[config.mk]
export PLATFORM = sky130hd
export DESIGN_NAME = control_unit
export DESIGN_NICKNAME = d
export VERILOG_FILES = /design/src/rtl/cpu_ctrl_pkg.sv /design/src/rtl/ctrl_decode.sv /design/src/rtl/control_unit.sv
export SDC_FILE = /design/constraint.sdc
export NUM_CORES = 1
export LEC_CHECK = 0
export ABC_AREA = 1
export ABC_CLOCK_PERIOD_IN_PS = 2000
export CELL_PAD_IN_SITES_DETAIL_PLACEMENT = 2
export CELL_PAD_IN_SITES_GLOBAL_PLACEMENT = 2
export CORE_MARGIN = 5
export CORE_UTILIZATION = 15
export CTS_CLUSTER_SIZE = 20
export DETAILED_ROUTE_END_ITERATION = 8
export GPL_ROUTABILITY_DRIVEN = 0
export PLACE_DENSITY = 0.84
export SYNTH_ARGS = -nofsm -noshare
export SYNTH_HDL_FRONTEND = slang
export SYNTH_SLANG_ARGS = --single-unit
[constraint.sdc]
create_clock -name clk -period 2 [get_ports clk]
set_input_delay 0.3 -clock clk [delete_from_list [all_inputs] [get_ports clk]]
set_output_delay 0.3 -clock clk [all_outputs]
set_load 0.02 [all_outputs]
[src/rtl/cpu_ctrl_pkg.sv]
// Shared definitions for the hardwired control sequencer: opcodes, step states, strobe bundle.
package cpu_ctrl_pkg;

  typedef logic [4:0] opcode_t;

  localparam opcode_t OP_LD   = 5'b00000;
  localparam opcode_t OP_LDI  = 5'b00001;
  localparam opcode_t OP_ST   = 5'b00010;
  localparam opcode_t OP_ADD  = 5'b00011;
  localparam opcode_t OP_SUB  = 5'b00100;
  localparam opcode_t OP_AND  = 5'b00101;
  localparam opcode_t OP_OR   = 5'b00110;
  localparam opcode_t OP_ROR  = 5'b00111;
  localparam opcode_t OP_ROL  = 5'b01000;
  localparam opcode_t OP_SHR  = 5'b01001;
  localparam opcode_t OP_SHRA = 5'b01010;
  localparam opcode_t OP_SHL  = 5'b01011;
  localparam opcode_t OP_ADDI = 5'b01100;
  localparam opcode_t OP_ANDI = 5'b01101;
  localparam opcode_t OP_ORI  = 5'b01110;
  localparam opcode_t OP_DIV  = 5'b01111;
  localparam opcode_t OP_MUL  = 5'b10000;
  localparam opcode_t OP_NEG  = 5'b10001;
  localparam opcode_t OP_NOT  = 5'b10010;
  localparam opcode_t OP_BR   = 5'b10011;
  localparam opcode_t OP_JR   = 5'b10100;
  localparam opcode_t OP_JAL  = 5'b10101;
  localparam opcode_t OP_IN   = 5'b10110;
  localparam opcode_t OP_OUT  = 5'b10111;
  localparam opcode_t OP_MFHI = 5'b11000;
  localparam opcode_t OP_MFLO = 5'b11001;
  localparam opcode_t OP_NOP  = 5'b11010;
  localparam opcode_t OP_HALT = 5'b11011;

  // Step states occupy 0..7 so the low three bits are the step index.
  typedef enum logic [3:0] {
    S_T0    = 4'd0,
    S_T1    = 4'd1,
    S_T2    = 4'd2,
    S_T3    = 4'd3,
    S_T4    = 4'd4,
    S_T5    = 4'd5,
    S_T6    = 4'd6,
    S_T7    = 4'd7,
    S_RESET = 4'd8,
    S_PAUSE = 4'd9,
    S_HALT  = 4'd10
  } state_t;

  typedef struct packed {
    logic HIout, LOout, Zhighout, Zlowout, PCout, IRout, MDRout, INout, Cout, Yout, MARout;
    logic Read, IncPC;
    logic AND, OR, ADD, SUB, MUL, DIV, SHR, SHRA, SHL, ROR, ROL, NEG, NOT;
    logic Gra, Grb, Grc, Rin, Rout, BAout;
    logic HIin, LOin, PCin, IRin, Zin, Yin, MARin, MDRin, CONin, OUT_Portin;
    logic read_mem, write_mem;
    logic CON_RESET, PCSave;
  } ctrl_t;

  function automatic logic is_step(state_t s);
    return (s <= S_T7);
  endfunction

endpackage

[src/rtl/ctrl_decode.sv]
// Combinational strobe decode from (state, opcode, con_ff); also flags the last step and halt.
// mul/div sequences exist only when CTRL_MULDIV_EN is defined.
module ctrl_decode
  import cpu_ctrl_pkg::*;
(
  input  state_t  i_state,
  input  opcode_t i_opcode,
  input  logic    i_con_ff,
  output ctrl_t   o_ctrl,
  output logic    o_last,
  output logic    o_halt
);

  logic w_rr, w_imm, w_unary, w_addr, w_muldiv;

  assign w_rr    = i_opcode inside {OP_ADD, OP_SUB, OP_AND, OP_OR, OP_ROR, OP_ROL,
                                    OP_SHR, OP_SHRA, OP_SHL};
  assign w_imm   = i_opcode inside {OP_ADDI, OP_ANDI, OP_ORI};
  assign w_unary = i_opcode inside {OP_NEG, OP_NOT};
  assign w_addr  = i_opcode inside {OP_LDI, OP_LD, OP_ST};
`ifdef CTRL_MULDIV_EN
  assign w_muldiv = i_opcode inside {OP_MUL, OP_DIV};
`else
  assign w_muldiv = 1'b0;
`endif

  function automatic ctrl_t f_alu(ctrl_t c, opcode_t op);
    ctrl_t r;
    r = c;
    case (op)
      OP_ADD, OP_ADDI: r.ADD  = 1'b1;
      OP_SUB:          r.SUB  = 1'b1;
      OP_AND, OP_ANDI: r.AND  = 1'b1;
      OP_OR, OP_ORI:   r.OR   = 1'b1;
      OP_ROR:          r.ROR  = 1'b1;
      OP_ROL:          r.ROL  = 1'b1;
      OP_SHR:          r.SHR  = 1'b1;
      OP_SHRA:         r.SHRA = 1'b1;
      OP_SHL:          r.SHL  = 1'b1;
      OP_NEG:          r.NEG  = 1'b1;
      OP_NOT:          r.NOT  = 1'b1;
      OP_MUL:          r.MUL  = 1'b1;
      OP_DIV:          r.DIV  = 1'b1;
      default:         ;
    endcase
    return r;
  endfunction

  always_comb begin
    // NOTE: every output gets a default first so no path through the case infers a latch.
    o_ctrl = '0;
    o_last = 1'b0;
    o_halt = 1'b0;
    case (i_state)
      S_RESET: o_ctrl.CON_RESET = 1'b1;
      S_T0: begin
        o_ctrl.IncPC = 1'b1; o_ctrl.PCin = 1'b1; o_ctrl.MARin = 1'b1;
      end
      S_T1: begin
        o_ctrl.Read = 1'b1; o_ctrl.read_mem = 1'b1; o_ctrl.MDRin = 1'b1;
      end
      S_T2: begin
        o_ctrl.Read = 1'b1; o_ctrl.read_mem = 1'b1; o_ctrl.MDRout = 1'b1; o_ctrl.IRin = 1'b1;
      end
      S_T3: begin
        if (w_rr || w_imm) begin
          o_ctrl.Grb = 1'b1; o_ctrl.Rout = 1'b1; o_ctrl.Yin = 1'b1;
        end else if (w_unary) begin
          o_ctrl.Grb = 1'b1; o_ctrl.Rout = 1'b1; o_ctrl.Zin = 1'b1;
          o_ctrl = f_alu(o_ctrl, i_opcode);
        end else if (w_muldiv) begin
          o_ctrl.Gra = 1'b1; o_ctrl.Rout = 1'b1; o_ctrl.Yin = 1'b1;
        end else if (w_addr) begin
          o_ctrl.Grb = 1'b1; o_ctrl.BAout = 1'b1; o_ctrl.Yin = 1'b1;
        end else begin
          case (i_opcode)
            OP_BR:   begin o_ctrl.Gra = 1'b1; o_ctrl.Rout = 1'b1; o_ctrl.CONin = 1'b1; end
            OP_JR:   begin o_ctrl.Gra = 1'b1; o_ctrl.Rout = 1'b1; o_ctrl.PCin = 1'b1; o_last = 1'b1; end
            OP_JAL:  o_ctrl.PCSave = 1'b1;
            OP_IN:   begin o_ctrl.INout = 1'b1; o_ctrl.Gra = 1'b1; o_ctrl.Rin = 1'b1; o_last = 1'b1; end
            OP_OUT:  begin o_ctrl.Gra = 1'b1; o_ctrl.Rout = 1'b1; o_ctrl.OUT_Portin = 1'b1; o_last = 1'b1; end
            OP_MFHI: begin o_ctrl.HIout = 1'b1; o_ctrl.Gra = 1'b1; o_ctrl.Rin = 1'b1; o_last = 1'b1; end
            OP_MFLO: begin o_ctrl.LOout = 1'b1; o_ctrl.Gra = 1'b1; o_ctrl.Rin = 1'b1; o_last = 1'b1; end
            OP_HALT: o_halt = 1'b1;
            default: o_last = 1'b1;
          endcase
        end
      end
      S_T4: begin
        if (w_rr) begin
          o_ctrl.Grc = 1'b1; o_ctrl.Rout = 1'b1; o_ctrl.Zin = 1'b1;
          o_ctrl = f_alu(o_ctrl, i_opcode);
        end else if (w_imm) begin
          o_ctrl.Cout = 1'b1; o_ctrl.Zin = 1'b1;
          o_ctrl = f_alu(o_ctrl, i_opcode);
        end else if (w_unary) begin
          o_ctrl.Zlowout = 1'b1; o_ctrl.Gra = 1'b1; o_ctrl.Rin = 1'b1; o_last = 1'b1;
        end else if (w_muldiv) begin
          o_ctrl.Grb = 1'b1; o_ctrl.Rout = 1'b1; o_ctrl.Zin = 1'b1;
          o_ctrl = f_alu(o_ctrl, i_opcode);
        end else if (w_addr) begin
          o_ctrl.Cout = 1'b1; o_ctrl.ADD = 1'b1; o_ctrl.Zin = 1'b1;
        end else if (i_opcode == OP_BR) begin
          o_ctrl.PCout = 1'b1; o_ctrl.Yin = 1'b1;
        end else if (i_opcode == OP_JAL) begin
          o_ctrl.Gra = 1'b1; o_ctrl.Rout = 1'b1; o_ctrl.PCin = 1'b1; o_last = 1'b1;
        end else begin
          o_last = 1'b1;
        end
      end
      S_T5: begin
        if (w_rr || w_imm || i_opcode == OP_LDI) begin
          o_ctrl.Zlowout = 1'b1; o_ctrl.Gra = 1'b1; o_ctrl.Rin = 1'b1; o_last = 1'b1;
        end else if (w_muldiv) begin
          o_ctrl.Zlowout = 1'b1; o_ctrl.LOin = 1'b1;
        end else if (i_opcode == OP_LD || i_opcode == OP_ST) begin
          o_ctrl.Zlowout = 1'b1; o_ctrl.MARin = 1'b1;
        end else if (i_opcode == OP_BR) begin
          o_ctrl.Cout = 1'b1; o_ctrl.ADD = 1'b1; o_ctrl.Zin = 1'b1;
        end else begin
          o_last = 1'b1;
        end
      end
      S_T6: begin
        if (w_muldiv) begin
          o_ctrl.Zhighout = 1'b1; o_ctrl.HIin = 1'b1; o_last = 1'b1;
        end else if (i_opcode == OP_LD) begin
          o_ctrl.Read = 1'b1; o_ctrl.read_mem = 1'b1; o_ctrl.MDRin = 1'b1;
        end else if (i_opcode == OP_ST) begin
          o_ctrl.Gra = 1'b1; o_ctrl.Rout = 1'b1; o_ctrl.MDRin = 1'b1;
        end else begin
          // Branch target update is suppressed entirely when the condition failed.
          if (i_opcode == OP_BR && i_con_ff) begin
            o_ctrl.Zlowout = 1'b1; o_ctrl.PCin = 1'b1;
          end
          o_last = 1'b1;
        end
      end
      S_T7: begin
        if (i_opcode == OP_LD) begin
          o_ctrl.MDRout = 1'b1; o_ctrl.Gra = 1'b1; o_ctrl.Rin = 1'b1;
        end else if (i_opcode == OP_ST) begin
          o_ctrl.write_mem = 1'b1;
        end
        o_last = 1'b1;
      end
      default: ;
    endcase
  end

endmodule

[src/rtl/control_unit.sv]
// Hardwired control sequencer: state register and step sequencing; strobes come from ctrl_decode.
// Build option CTRL_MULDIV_EN enables the mul/div execute sequences.
module control_unit
  import cpu_ctrl_pkg::*;
#(
  parameter int MAX_T = 7
) (
  input  logic        clk,
  input  logic        reset,
  input  logic [31:0] ir,
  input  logic        con_ff,
  input  logic        stop,
  output logic        run,
  output logic        HIout, LOout, Zhighout, Zlowout, PCout, IRout, MDRout, INout, Cout, Yout, MARout,
  output logic        Read, IncPC,
  output logic        AND, OR, ADD, SUB, MUL, DIV, SHR, SHRA, SHL, ROR, ROL, NEG, NOT,
  output logic        Gra, Grb, Grc, Rin, Rout, BAout,
  output logic        HIin, LOin, PCin, IRin, Zin, Yin, MARin, MDRin, CONin, OUT_Portin,
  output logic        read_mem, write_mem,
  output logic        CON_RESET, PCSave
);

  localparam logic [2:0] LP_MAX_T = 3'(MAX_T);

  state_t  r_state, w_next;
  opcode_t w_opcode;
  ctrl_t   w_ctrl;
  logic    w_last, w_halt, w_ir_unused;

  assign w_opcode    = ir[31:27];
  assign w_ir_unused = ^ir[26:0];

  ctrl_decode u_decode (
    .i_state  (r_state),
    .i_opcode (w_opcode),
    .i_con_ff (con_ff),
    .o_ctrl   (w_ctrl),
    .o_last   (w_last),
    .o_halt   (w_halt)
  );

  always_comb begin
    w_next = r_state;
    case (r_state)
      S_RESET: w_next = S_T0;
      S_PAUSE: if (!stop) w_next = S_T0;
      S_HALT:  w_next = S_HALT;
      S_T0, S_T1, S_T2, S_T3, S_T4, S_T5, S_T6, S_T7: begin
        if (w_halt)                                w_next = S_HALT;
        else if (w_last || r_state[2:0] == LP_MAX_T) w_next = stop ? S_PAUSE : S_T0;
        else                                       w_next = state_t'(r_state + 4'd1);
      end
      default: w_next = S_RESET;
    endcase
  end

  always_ff @(posedge clk) begin
    // NOTE: reset is synchronous here, and state uses non-blocking assignment only.
    if (!reset) r_state <= S_RESET;
    else        r_state <= w_next;
  end

  assign run        = is_step(r_state);
  assign HIout      = w_ctrl.HIout;
  assign LOout      = w_ctrl.LOout;
  assign Zhighout   = w_ctrl.Zhighout;
  assign Zlowout    = w_ctrl.Zlowout;
  assign PCout      = w_ctrl.PCout;
  assign IRout      = w_ctrl.IRout;
  assign MDRout     = w_ctrl.MDRout;
  assign INout      = w_ctrl.INout;
  assign Cout       = w_ctrl.Cout;
  assign Yout       = w_ctrl.Yout;
  assign MARout     = w_ctrl.MARout;
  assign Read       = w_ctrl.Read;
  assign IncPC      = w_ctrl.IncPC;
  assign AND        = w_ctrl.AND;
  assign OR         = w_ctrl.OR;
  assign ADD        = w_ctrl.ADD;
  assign SUB        = w_ctrl.SUB;
  assign MUL        = w_ctrl.MUL;
  assign DIV        = w_ctrl.DIV;
  assign SHR        = w_ctrl.SHR;
  assign SHRA       = w_ctrl.SHRA;
  assign SHL        = w_ctrl.SHL;
  assign ROR        = w_ctrl.ROR;
  assign ROL        = w_ctrl.ROL;
  assign NEG        = w_ctrl.NEG;
  assign NOT        = w_ctrl.NOT;
  assign Gra        = w_ctrl.Gra;
  assign Grb        = w_ctrl.Grb;
  assign Grc        = w_ctrl.Grc;
  assign Rin        = w_ctrl.Rin;
  assign Rout       = w_ctrl.Rout;
  assign BAout      = w_ctrl.BAout;
  assign HIin       = w_ctrl.HIin;
  assign LOin       = w_ctrl.LOin;
  assign PCin       = w_ctrl.PCin;
  assign IRin       = w_ctrl.IRin;
  assign Zin        = w_ctrl.Zin;
  assign Yin        = w_ctrl.Yin;
  assign MARin      = w_ctrl.MARin;
  assign MDRin      = w_ctrl.MDRin;
  assign CONin      = w_ctrl.CONin;
  assign OUT_Portin = w_ctrl.OUT_Portin;
  assign read_mem   = w_ctrl.read_mem;
  assign write_mem  = w_ctrl.write_mem;
  assign CON_RESET  = w_ctrl.CON_RESET;
  assign PCSave     = w_ctrl.PCSave;

endmodule

==> results.json <==
{
  "status": "finished, violations left",
  "violations": "negative setup slack",
  "register_area_um2": 88.84,
  "setup-violations-final": 4,
  "drive_gt1_share_pct": 61.00,
  "stdcell_count": 461,
  "ys_top_cells_by_count": "41 x nand2_1, 34 x nor2_1, 24 x inv_1",
  "start_util_pct": 15.40,
  "port_buffers": 47,
  "die_w_um": 99.07,
  "path_max_fanout": 6,
  "dp.cells": 444,
  "remaining_drc_errors": 0,
  "overflow": 0,
  "r2r_start": "r_state[1]",
  "die_area_mm2": 0.009814,
  "grt_setup_unrepaired": "true",
  "largest_register_ffs": 4,
  "synthCells": 219,
  "synth_most_common_cell": "nand2_1",
  "nNetsFinal": 402,
  "finalPower_uw": 1568,
  "rr_worst_depth": 13,
  "multi_input_area_mm2": 0.001240,
  "static-leakage-power_uw": 0.001364,
  "row_count": 32,
  "finalMaxSlewViolations": 0,
  "timing.final.ws_setup_ps": -62.05,
  "p_per_area_mw_per_mm2": 571.2,
  "hold_viol": 0,
  "vias_per_cell": 4.653,
  "fillerInstances": 916,
  "grt_max_degree": 9,
  "dp_hpwl_mm": 6.390,
  "min_period_over_period_pct": 103.1,
  "coreArea_mm2": 0.007727,
  "grt_antenna_before_repair": 0,
  "cts_buffers": 3,
  "netlist.top_cell.by_area": "nand2_1",
  "synthTopCellsByArea": "nand2_1 13%, nor2_1 11%, inv_1 7.6%",
  "worstSetupStartpointType": "input pin",
  "fp.dieH_um": 99.07,
  "whs_endpoint": "r_state[1]",
  "synthFlopType": "dfxtp_1",
  "vias": 2145,
  "cts.sink_count": 4,
  "grt_use_total_pct": 17.21,
  "netlist_area_mm2": 0.001190,
  "h-tree-depth": 1,
  "ys_ff_latch": 4,
  "grt_pass1_wl_mm": 13.57,
  "dpl_cell_area_mm2": 0.002340,
  "largestRegisters": "r_state: 4 flops",
  "postRouteAntennaNets": 0,
  "drt_iter0_markers": 83,
  "synth_cell_types": 31,
  "cts_tree": "yes",
  "worstSetupEndpointType": "primary output",
  "synth_edf_count": 0,
  "wirelength_mm": 9.490,
  "hp-class": "register to register",
  "yosysWarnings": 0,
  "worstSkewPairLatency_ps": 220,
  "drv_cap": 0,
  "pre_cts_ws_ps": -1087,
  "dr.pass1.iters": 4,
  "hold_start": "r_state[1]",
  "final_area_mm2": 0.002745,
  "root_buffer": "clkbuf_8",
  "holdPathStages": 2,
  "largest-register": "r_state",
  "crit_arrival_ps": 1760,
  "reg2reg_slack_ps": 110,
  "synth_seq_area_share_pct": 6.730,
  "critPathKind": "input pin to primary output",
  "area_growth_pct": 130.7,
  "grt_pass1_vias": 2501,
  "cts_max_path_buffers": 2,
  "final.setup.tns_ps": -136.2,
  "max_freq_mhz": 485.0,
  "hold_buffers": 0,
  "min_period_ps": 2062,
  "wl_per_cell_um": 20.59,
  "regToRegEndpoint": "r_state[3]",
  "antenna_cells": 0,
  "avgSynthCellArea_um2": 5.433,
  "clk_pin_slew_worst_paths_ps": 30,
  "crit_required_ps": 1700,
  "skew_ps": 3.457,
  "ir_drop_mv": 0.5102,
  "ys_async_sr_fraction_pct": 0,
  "synth_top_cell_area_share_pct": 12.93,
  "io_pins": 83
}
## worst max-delay path, stage by stage
cell and delay, ps:
buf_6 130, nand2_4 100, nor2_4 50, nand2_1 110
inv_1 100, nor2_4 130, nand3_4 130, inv_4 110
a31oi_1 80, or3_4 390, buf_6 140
## stage by stage
step	hold WS, ps	utilization, %
after floorplan	430.7	-
after CTS	626.7	32.80
final	622.4	35.52
after detailed placement	665.8	30.28
after global placement	594.7	30.28
after global routing	693.4	35.52
## cells by family after synthesis
group	Yosys count	share of synthesized area, %
simple gates	133	55.52
fa+ha+maj	5	5.258
buf+inv	47	17.67
xor+xnor	1	0.7362
flops	4	6.730
compound gates	28	13.77
other cells	1	0.3152
## per-layer routing
| layer | GRT usage (%) | vias up | share of wire [%] |
|---|---|---|---|
| met3 | 2.123 | 22 | 4.1 |
| met1 | 19.61 | 1051 | 39 |
| met5 | 0 | - | 0 |
| li1 | - | 987 | - |
| met4 | 4.412 | 0 | 3.8 |
| met2 | 33.32 | 85 | 53 |
## layout make-up
| cell class | count | area share, % |
|---|---|---|
| Timing Repair Buffer | 141 | 39.61 |
| Sequential cell | 4 | 3.236 |
| Inverter | 36 | 5.834 |
| Multi-Input combinational cell | 175 | 45.17 |
| Clock buffer | 3 | 1.504 |
| Tap cell | 102 | 4.649 |
## what timing repair did
action | 4_1_cts | 5_1_grt
resized for setup | 195 | 80
cloned | 0 | 0
endpoints found under the setup margin | 42 | 35
pin swaps | 9 | 17
buffers inserted | 7 | 7
## worst max-delay path by stage
stage                     startpoint         end  slack [ps]  cells past startpoint
after floorplan               ir[28]  OUT_Portin          40                      9
after global placement        ir[28]         SHR        -970                     11
after detailed placement      ir[28]         SHR       -1090                     11
after CTS                     ir[30]        Rout         -90                     12
after global routing          ir[30]        Rout        -120                     12
final                         ir[27]        Rout         -60                     11
## cells in the final DEF, fill, tap and decap left out, types with 5 or more instances in the layout
master,netlist,final
nor2_2,5,5
nand3_1,16,12
dlygate4sd2_1,0,8
nor2_1,34,21
inv_1,24,16
nand2_1,41,31
buf_2,0,13
a21oi_1,10,6
nand2_4,0,6
nor2_4,4,17
buf_4,9,98
buf_6,0,10
nor3_1,7,5
inv_2,11,13
conb_1,1,8
nand2_2,8,11
nand4_1,7,7
## report_power, final
part           switching [uW]  internal (uW)  leakage [uW]
sequential               41.0            115     0.0000347
combinational             692            551       0.00131
clock                    41.0            128     0.0000216
Note: power is estimated with default switching activity, not from simulation.
